File: src/rtl/prod_mem_pkg.sv
// Shared types and sizing for the product memory writer/reader pair.
package prod_mem_pkg;
  localparam int unsigned DATA_W = 32;
  localparam int unsigned ADDR_W = 6;
  localparam int unsigned DEPTH  = 62;

  typedef enum logic [1:0] {IDLE, READ, DONE} rd_state_t;
endpackage

File: src/rtl/skid_fifo2.sv
// Two-entry FIFO used as the output skid buffer; head is the oldest word.
module skid_fifo2 #(
  parameter int unsigned W = 32
) (
  input  logic         clk,
  input  logic         rst,
  input  logic         push,
  input  logic         pop,
  input  logic [W-1:0] data,
  output logic [1:0]   occ,
  output logic [W-1:0] head
);
  logic [W-1:0] tail;

  always_ff @(posedge clk) begin
    if (!rst) begin
      occ  <= '0;
      head <= '0;
      tail <= '0;
    end else begin
      unique case ({push, pop})
        2'b10: begin
          if (occ == 2'd0) head <= data;
          else             tail <= data;
          occ <= occ + 2'd1;
        end
        2'b01: begin
          head <= tail;
          occ  <= occ - 2'd1;
        end
        2'b11: begin
          // Simultaneous push/pop: the new word lands where the queue tail will be.
          if (occ == 2'd1) begin
            head <= data;
          end else begin
            head <= tail;
            tail <= data;
          end
        end
        default: ;
      endcase
    end
  end
endmodule

File: src/rtl/prod_block_reader.sv
// Block reader for the product memory: issues reads 0..len-1 and streams
// the returned words through a skid buffer on a valid/ready interface.
module prod_block_reader
  import prod_mem_pkg::*;
(
  input  logic              clk,
  input  logic              rst,
  input  logic              EN_blockRead,
  input  logic [6:0]        rd_count,
  output logic              RDY_blockRead,
  output logic              EN_readMem,
  output logic [ADDR_W-1:0] readMem_addr,
  input  logic [DATA_W-1:0] readMem_val,
  output logic              VALID_memVal,
  output logic [DATA_W-1:0] memVal_data,
  input  logic              memVal_ready,
  output logic              DONE_blockRead
);
  rd_state_t         state;
  logic [6:0]        len;
  logic [6:0]        sent;
  logic [ADDR_W-1:0] addr;
  logic              inflight;
  logic [1:0]        occ;
  logic [DATA_W-1:0] head;
  logic              pop;
  logic              push;
  logic              issue;

  // A read is only issued if its data is guaranteed a buffer slot on return.
  always_comb begin
    pop   = VALID_memVal & memVal_ready;
    push  = (state == READ) & inflight;
    issue = (state == READ) && ({1'b0, addr} < len) &&
            (({1'b0, occ} + {2'b0, inflight} - {2'b0, pop}) < 3'd2);
  end

  assign EN_readMem   = issue;
  assign readMem_addr = issue ? addr : '0;
  assign VALID_memVal = (occ != 2'd0);
  assign memVal_data  = VALID_memVal ? head : '0;

  skid_fifo2 #(.W(DATA_W)) u_buf (
    .clk  (clk),
    .rst  (rst),
    .push (push),
    .pop  (pop),
    .data (readMem_val),
    .occ  (occ),
    .head (head)
  );

  always_ff @(posedge clk) begin
    if (!rst) begin
      state          <= IDLE;
      RDY_blockRead  <= 1'b1;
      DONE_blockRead <= 1'b0;
      len            <= '0;
      sent           <= '0;
      addr           <= '0;
      inflight       <= 1'b0;
    end else begin
      inflight       <= issue;
      DONE_blockRead <= 1'b0;
      unique case (state)
        IDLE: begin
          if (EN_blockRead) begin
            len           <= (rd_count > 7'(DEPTH)) ? 7'(DEPTH) : rd_count;
            addr          <= '0;
            sent          <= '0;
            RDY_blockRead <= 1'b0;
            if (rd_count == 7'd0) begin
              state          <= DONE;
              DONE_blockRead <= 1'b1;
            end else begin
              state <= READ;
            end
          end
        end
        READ: begin
          if (issue) addr <= addr + ADDR_W'(1);
          if (pop) begin
            sent <= sent + 7'd1;
            if (sent + 7'd1 == len) begin
              state          <= DONE;
              DONE_blockRead <= 1'b1;
            end
          end
        end
        DONE: begin
          state         <= IDLE;
          RDY_blockRead <= 1'b1;
        end
        default: state <= IDLE;
      endcase
    end
  end
endmodule

File: config.mk
export PLATFORM = sky130hd
export DESIGN_NAME = prod_block_reader
export DESIGN_NICKNAME = d
export VERILOG_FILES = /design/src/rtl/prod_mem_pkg.sv /design/src/rtl/skid_fifo2.sv /design/src/rtl/prod_block_reader.sv
export SDC_FILE = /design/constraint.sdc
export NUM_CORES = 1
export LEC_CHECK = 0
export CAP_MARGIN = 20
export CORE_UTILIZATION = 52
export DETAILED_ROUTE_END_ITERATION = 7
export MAX_ROUTING_LAYER = met4
export PLACE_DENSITY = 0.8
export SLEW_MARGIN = 30
export SYNTH_ARGS = -nofsm -noshare
export SYNTH_HDL_FRONTEND = slang
export SYNTH_SLANG_ARGS = --single-unit
File: constraint.sdc
create_clock -name clk -period 4.7 [get_ports clk]
set_clock_uncertainty 0.05 [all_clocks]
set_input_delay 0.94 -clock clk [delete_from_list [all_inputs] [get_ports clk]]
set_output_delay 0.94 -clock clk [all_outputs]
set_load 0.01 [all_outputs]
[Word-level counts from Yosys, hierarchy flattened]
Cells that the tools add are included.
Word-level totals
  bits in latches: 0
  memories kept: 0
  logic and storage cells: 81
  input port bits: 43
  memory bits (read-only): 0
  memory bits (writable): 0
  register bits: 91
Cells by class
  bitwise operators: 2
  reduce and logical (&&, ||, !) cells: 18
  magnitude comparators: 3
  muxes and demuxes: 28
  add/sub/neg operators: 6
  div/mod/pow operators: 0
  shift-type cells: 0
  equal/unequal tests: 14
  multiply operators: 0
Operators with widths (count)
  $mux W32: 5
  $pmux W32 S3: 1
  $pmux W32 S2: 1
  $mux W7: 3
  $mux W6: 3
  $pmux W7 S2: 1
  $pmux W6 S2: 1
  $reduce_and A3 Y1: 4
  $reduce_bool A2 Y1: 5
  $mux W2: 4
  $ne A2 B2 Y1 const B: 4
  $pmux W2 S2: 2
  $add A7 B1 Y7 const B: 1
  $eq A7 B7 Y1: 1
  $gt A7 B6 Y1 const B: 1
  $logic_not A7 Y1: 1
  $lt A6 B7 Y1: 1
  $add A6 B1 Y6 const B: 1
  $eq A2 B1 Y1 const B: 3
  $eq A2 B2 Y1 const B: 3
  $ne A2 B1 Y1 const B: 3
  $reduce_and A2 Y1: 3
  $mux W1: 5
  $logic_not A2 Y1: 2
  9 further kinds: 12

[Depth between registers and ports, before layout]
  word-level depth: 7
  mapped depth: 16

[By module]
A second synthesis with hierarchy kept.
Unflattened totals
  cells, all modules: 583
  area total of the unflattened synthesis: 4895.9 um^2
By module, submodules not included
  skid_fifo2: times used 1, area each 3135.5 um^2, cells each 360, seq. area each 1321.3 um^2
  prod_block_reader: times used 1, area each 1760.4 um^2, cells each 223, seq. area each 500.5 um^2

[Worst setup path before layout]
OpenSTA, ideal clock, no wires.
  kind: input-to-output
  start point: input port memVal_ready
  end point: output port readMem_addr[0]
  setup slack: 0.884 ns
  data required time: 3.710 ns
  stages: 12
  buffers on the path: 3
  data arrival time: 2.826 ns
  cell sequence: nor2b_1 buf_4 inv_2 nor2_1 o21ai_0 fa_1 xnor2_1 and3_1 o221a_2 buf_6 buf_2 and2_1
Between the ends
  word-level cells in the longest chain between the ends: 5
Ends and longest elaborated chain
  start, declared: RTL line prod_block_reader.sv:16  | input logic memVal_ready,
  $and A1 B1 Y1: RTL line prod_block_reader.sv:32  | pop = VALID_memVal & memVal_ready;
  $sub A3 B1 Y3: RTL line prod_block_reader.sv:35  | (({1'b0, occ} + {2'b0, inflight} - {2'b0, pop}) < 3'd2);
  $lt A3 B2 Y1: RTL line prod_block_reader.sv:35
  $logic_and A1 B1 Y1: RTL line prod_block_reader.sv:34  | issue = (state == READ) && ({1'b0, addr} < len) &&
  net EN_readMem: RTL line prod_block_reader.sv:11  | output logic EN_readMem,
  $mux W6: RTL line prod_block_reader.sv:39  | assign readMem_addr = issue ? addr : '0;
  end, declared: RTL line prod_block_reader.sv:12  | output logic [ADDR_W-1:0] readMem_addr,
The timed path passes the listed nets, and every way through them passes these cells.

[Worst setup path after layout]
  start point: input port memVal_ready
  end point: output port readMem_addr[2]
Between the ends
  word-level cells in the longest chain between the ends: 5
Ends and longest elaborated chain (RTL line)
  $and A1 B1 Y1: prod_block_reader.sv:32
  $sub A3 B1 Y3: prod_block_reader.sv:35
  $lt A3 B2 Y1: prod_block_reader.sv:35
  $logic_and A1 B1 Y1: prod_block_reader.sv:34
  $mux W6: prod_block_reader.sv:39
Every way passes these cells.

==> flow_summary.json <==
{
  "area_delta_synth_final_pct": 25.27,
  "grt_setup_unrepaired": "no",
  "cts_tree": "built",
  "fp.dieW_um": 93.02,
  "wire_per_inst_um": 14.97,
  "wl_um": 10610,
  "final-hold-violation-count": 0,
  "critPathArrivalTime_ns": 3.54,
  "die_area_mm2": 0.008653,
  "dp_slack_ns": 0.07406,
  "nNetsFinal": 658,
  "layout_setup_ws_ns": 0.1741,
  "hpwl_um": 7075,
  "synth_area_leaders": "dfxtp_1 (42%), nand2_1 (7.3%), a221oi_1 (6.5%)",
  "drt_iter0_markers": 209,
  "fin_crit_sh_pct": 96.29,
  "clock-sinks": 91,
  "start_util_pct": 54.62,
  "nFillCells": 663,
  "post-route-drc-count": 0,
  "synth_common_cells": "dfxtp_1 (91), nand2_1 (84), a21oi_1 (52)",
  "core_mm2": 0.007888,
  "end_kind": "output pin",
  "tightest_slew_ns": 0.7105,
  "vias": 3980,
  "power.density_mw_per_mm2": 409.1,
  "grt_pass1_vias": 3924,
  "synth_top_cell_by_area": "dfxtp_1",
  "setup_violations": 0,
  "clk_root_buffer_cell": "clkbuf_8",
  "crit_type": "primary input to output pin",
  "leakage_nw": 1.878,
  "maxSlewViolCount": 0,
  "yosysMostFrequentCell": "dfxtp_1",
  "drive_gt1_share_pct": 7.249,
  "fmax_mhz": 221.0,
  "drtPass1Iterations": 4,
  "max_slew_margin_pct": 52.57,
  "yosys_most_used_dff": "dfxtp_1",
  "rows": 32,
  "netlist_area_mm2": 0.004308,
  "postSynth.asyncResetShare_pct": 0,
  "crit_start": "memVal_ready",
  "setup_tns_ns": 0,
  "swShare_pct": 35.70,
  "final_cells": 709,
  "yosysWarnings": 0,
  "hp-class": "flop to flop",
  "crit_required_ns": 3.71,
  "clkSlewWorstSetupHoldPaths_ns": 0.09,
  "ir_worst_vdd_uv": 247.0,
  "antenna_found_initial": 0,
  "synth_edf_count": 0,
  "routabilityCongestion": 0.8777,
  "io_buffers": 84,
  "ant_nets": 0,
  "synth_nets": 588,
  "start_kind": "primary input",
  "period_needed_ns": 4.526,
  "pwr-share-seq_pct": 43.6,
  "clk_latency_ns": 0.35,
  "min_from": "u_buf.tail[21]",
  "yosysUniqueCellTypes": 52,
  "chipHeight_um": 93.02,
  "grt_max_degree": 39,
  "dp.cells": 693,
  "diodes": 0,
  "path_max_fanout": 8,
  "ys_seq_area_share_pct": 42.29,
  "rr_startpoint": "u_buf.occ[0]",
  "grt_first_pass_wirelength_um": 17950,
  "ys_seq_elements": 91,
  "gr-total-overflow": 0,
  "via_per_inst": 5.614,
  "status": "complete, no violations",
  "synth_top_area_share_pct": 42.29,
  "grt_usage_pct": 26.50,
  "ios": 85,
  "cts_htree_levels": 3,
  "final-seq-area_mm2": 0.001822,
  "p_sw_mw": 0.7880,
  "pwr-share-clk_pct": 22.3,
  "maxCapViolCount": 0,
  "intPower_mw": 1.419,
  "synth.avg_cell_area_um2": 8.098,
  "multi_input_area_mm2": 0.002271,
  "syn-instance-count": 532,
  "cts_buffers": 9,
  "cts_buffer_depth": 2,
  "combPwrFrac_pct": 34.0
}
per-layer routing:
metal  part of all wire (%)  wire length (um)  global-route usage [%]
met5                      0                 0                       -
met4                    1.3               137                   10.13
met3                    4.8               505                   3.984
met2                     51              5383                   46.14
met1                     43              4588                   30.82
state kept, by name, indices dropped and copies added (netlist names), 2 cells and up:
name / count
addr: 6
state: 2
sent: 7
u_buf.tail: 32
u_buf.head: 32
len: 7
u_buf.occ: 2
what timing repair did:
item	CTS	global route
setup buffers	0	0
setup endpoints to repair	0	7
gates resized for setup	0	4
hold buffers	0	0
metrics by stage:
| step | util (%) | power [mW] | hold WS [ns] | instance area, um2 |
|---|---|---|---|---|
| 2_1_floorplan | - | 1.473 | 0.3861 | 4308 |
| 3_3_place_gp | 65.82 | 1.692 | 0.3910 | 5191 |
| 3_5_place_dp | 65.82 | 1.724 | 0.3961 | 5191 |
| 4_1_cts | 68.21 | 2.208 | 0.4090 | 5380 |
| 5_1_grt | 68.42 | 2.351 | 0.4367 | 5396 |
| 6_report | 68.42 | 2.207 | 0.4081 | 5396 |
logic make-up after synthesis:
kind of cell    Yosys count  synth area share (%)
xor+xnor                 12                 2.440
mux                       1                0.2614
fa+ha+maj                13                 3.950
buf+inv                  51                 5.460
compound gates          119                 18.24
flops                    91                 42.29
simple gates            245                 27.36
power groups by stage:
stage          clock network, mW  registers, mW  logic (mW)
2_1_floorplan                  0          0.959       0.515
3_3_place_gp                   0          0.973       0.720
3_5_place_dp                   0          0.981       0.743
4_1_cts                    0.500          0.963       0.745
5_1_grt                    0.539          0.980       0.832
6_report                   0.493          0.963       0.751
path summary, 6_finish.rpt:
| check | end | slack [ns] | depth (start not counted) |
|---|---|---|---|
| worst max-delay path | readMem_addr[2] | 0.17 | 11 |
| worst min-delay path | u_buf.tail[21] | 0.41 | 2 |
| worst max register to register | addr[0] | 1.85 | 13 |
| worst min register to register | u_buf.tail[21] | 0.41 | 2 |
cell usage in the layout, fill, tap and decap left out, types with 4 or more instances in the layout:
cell type / instances
a21oi_1: 52
xnor2_1: 7
clkbuf_8: 9
nor2_1: 50
a221oi_1: 32
o21ai_0: 12
dfxtp_1: 91
and2_1: 8
nor2b_1: 34
nand2_1: 84
nor3_1: 36
a31o_2: 4
and3_1: 8
xor2_1: 5
clkdlybuf4s50_1: 84
nand3_1: 5
ha_1: 12
buf_4: 13
inv_1: 11
worst max-delay path: stages:
cell and delay [ns]:
clkdlybuf4s50_1 0.51, nor2b_4 0.17, inv_2 0.04, nor2_1 0.14
o21ai_1 0.12, fa_1 0.38, xnor2_1 0.13, and3_1 0.21
o221a_4 0.23, and2_1 0.14, clkdlybuf4s50_1 0.53
final cells by class:
class	count	area share [%]
clock inverter	7	1.206
sequential	91	33.76
tap	102	2.365
clock buffer	9	2.295
multi-input combinational	390	42.08
inverter	13	0.9042
timing repair buffer	97	17.39
Note: power is estimated with default switching activity, not from simulation.
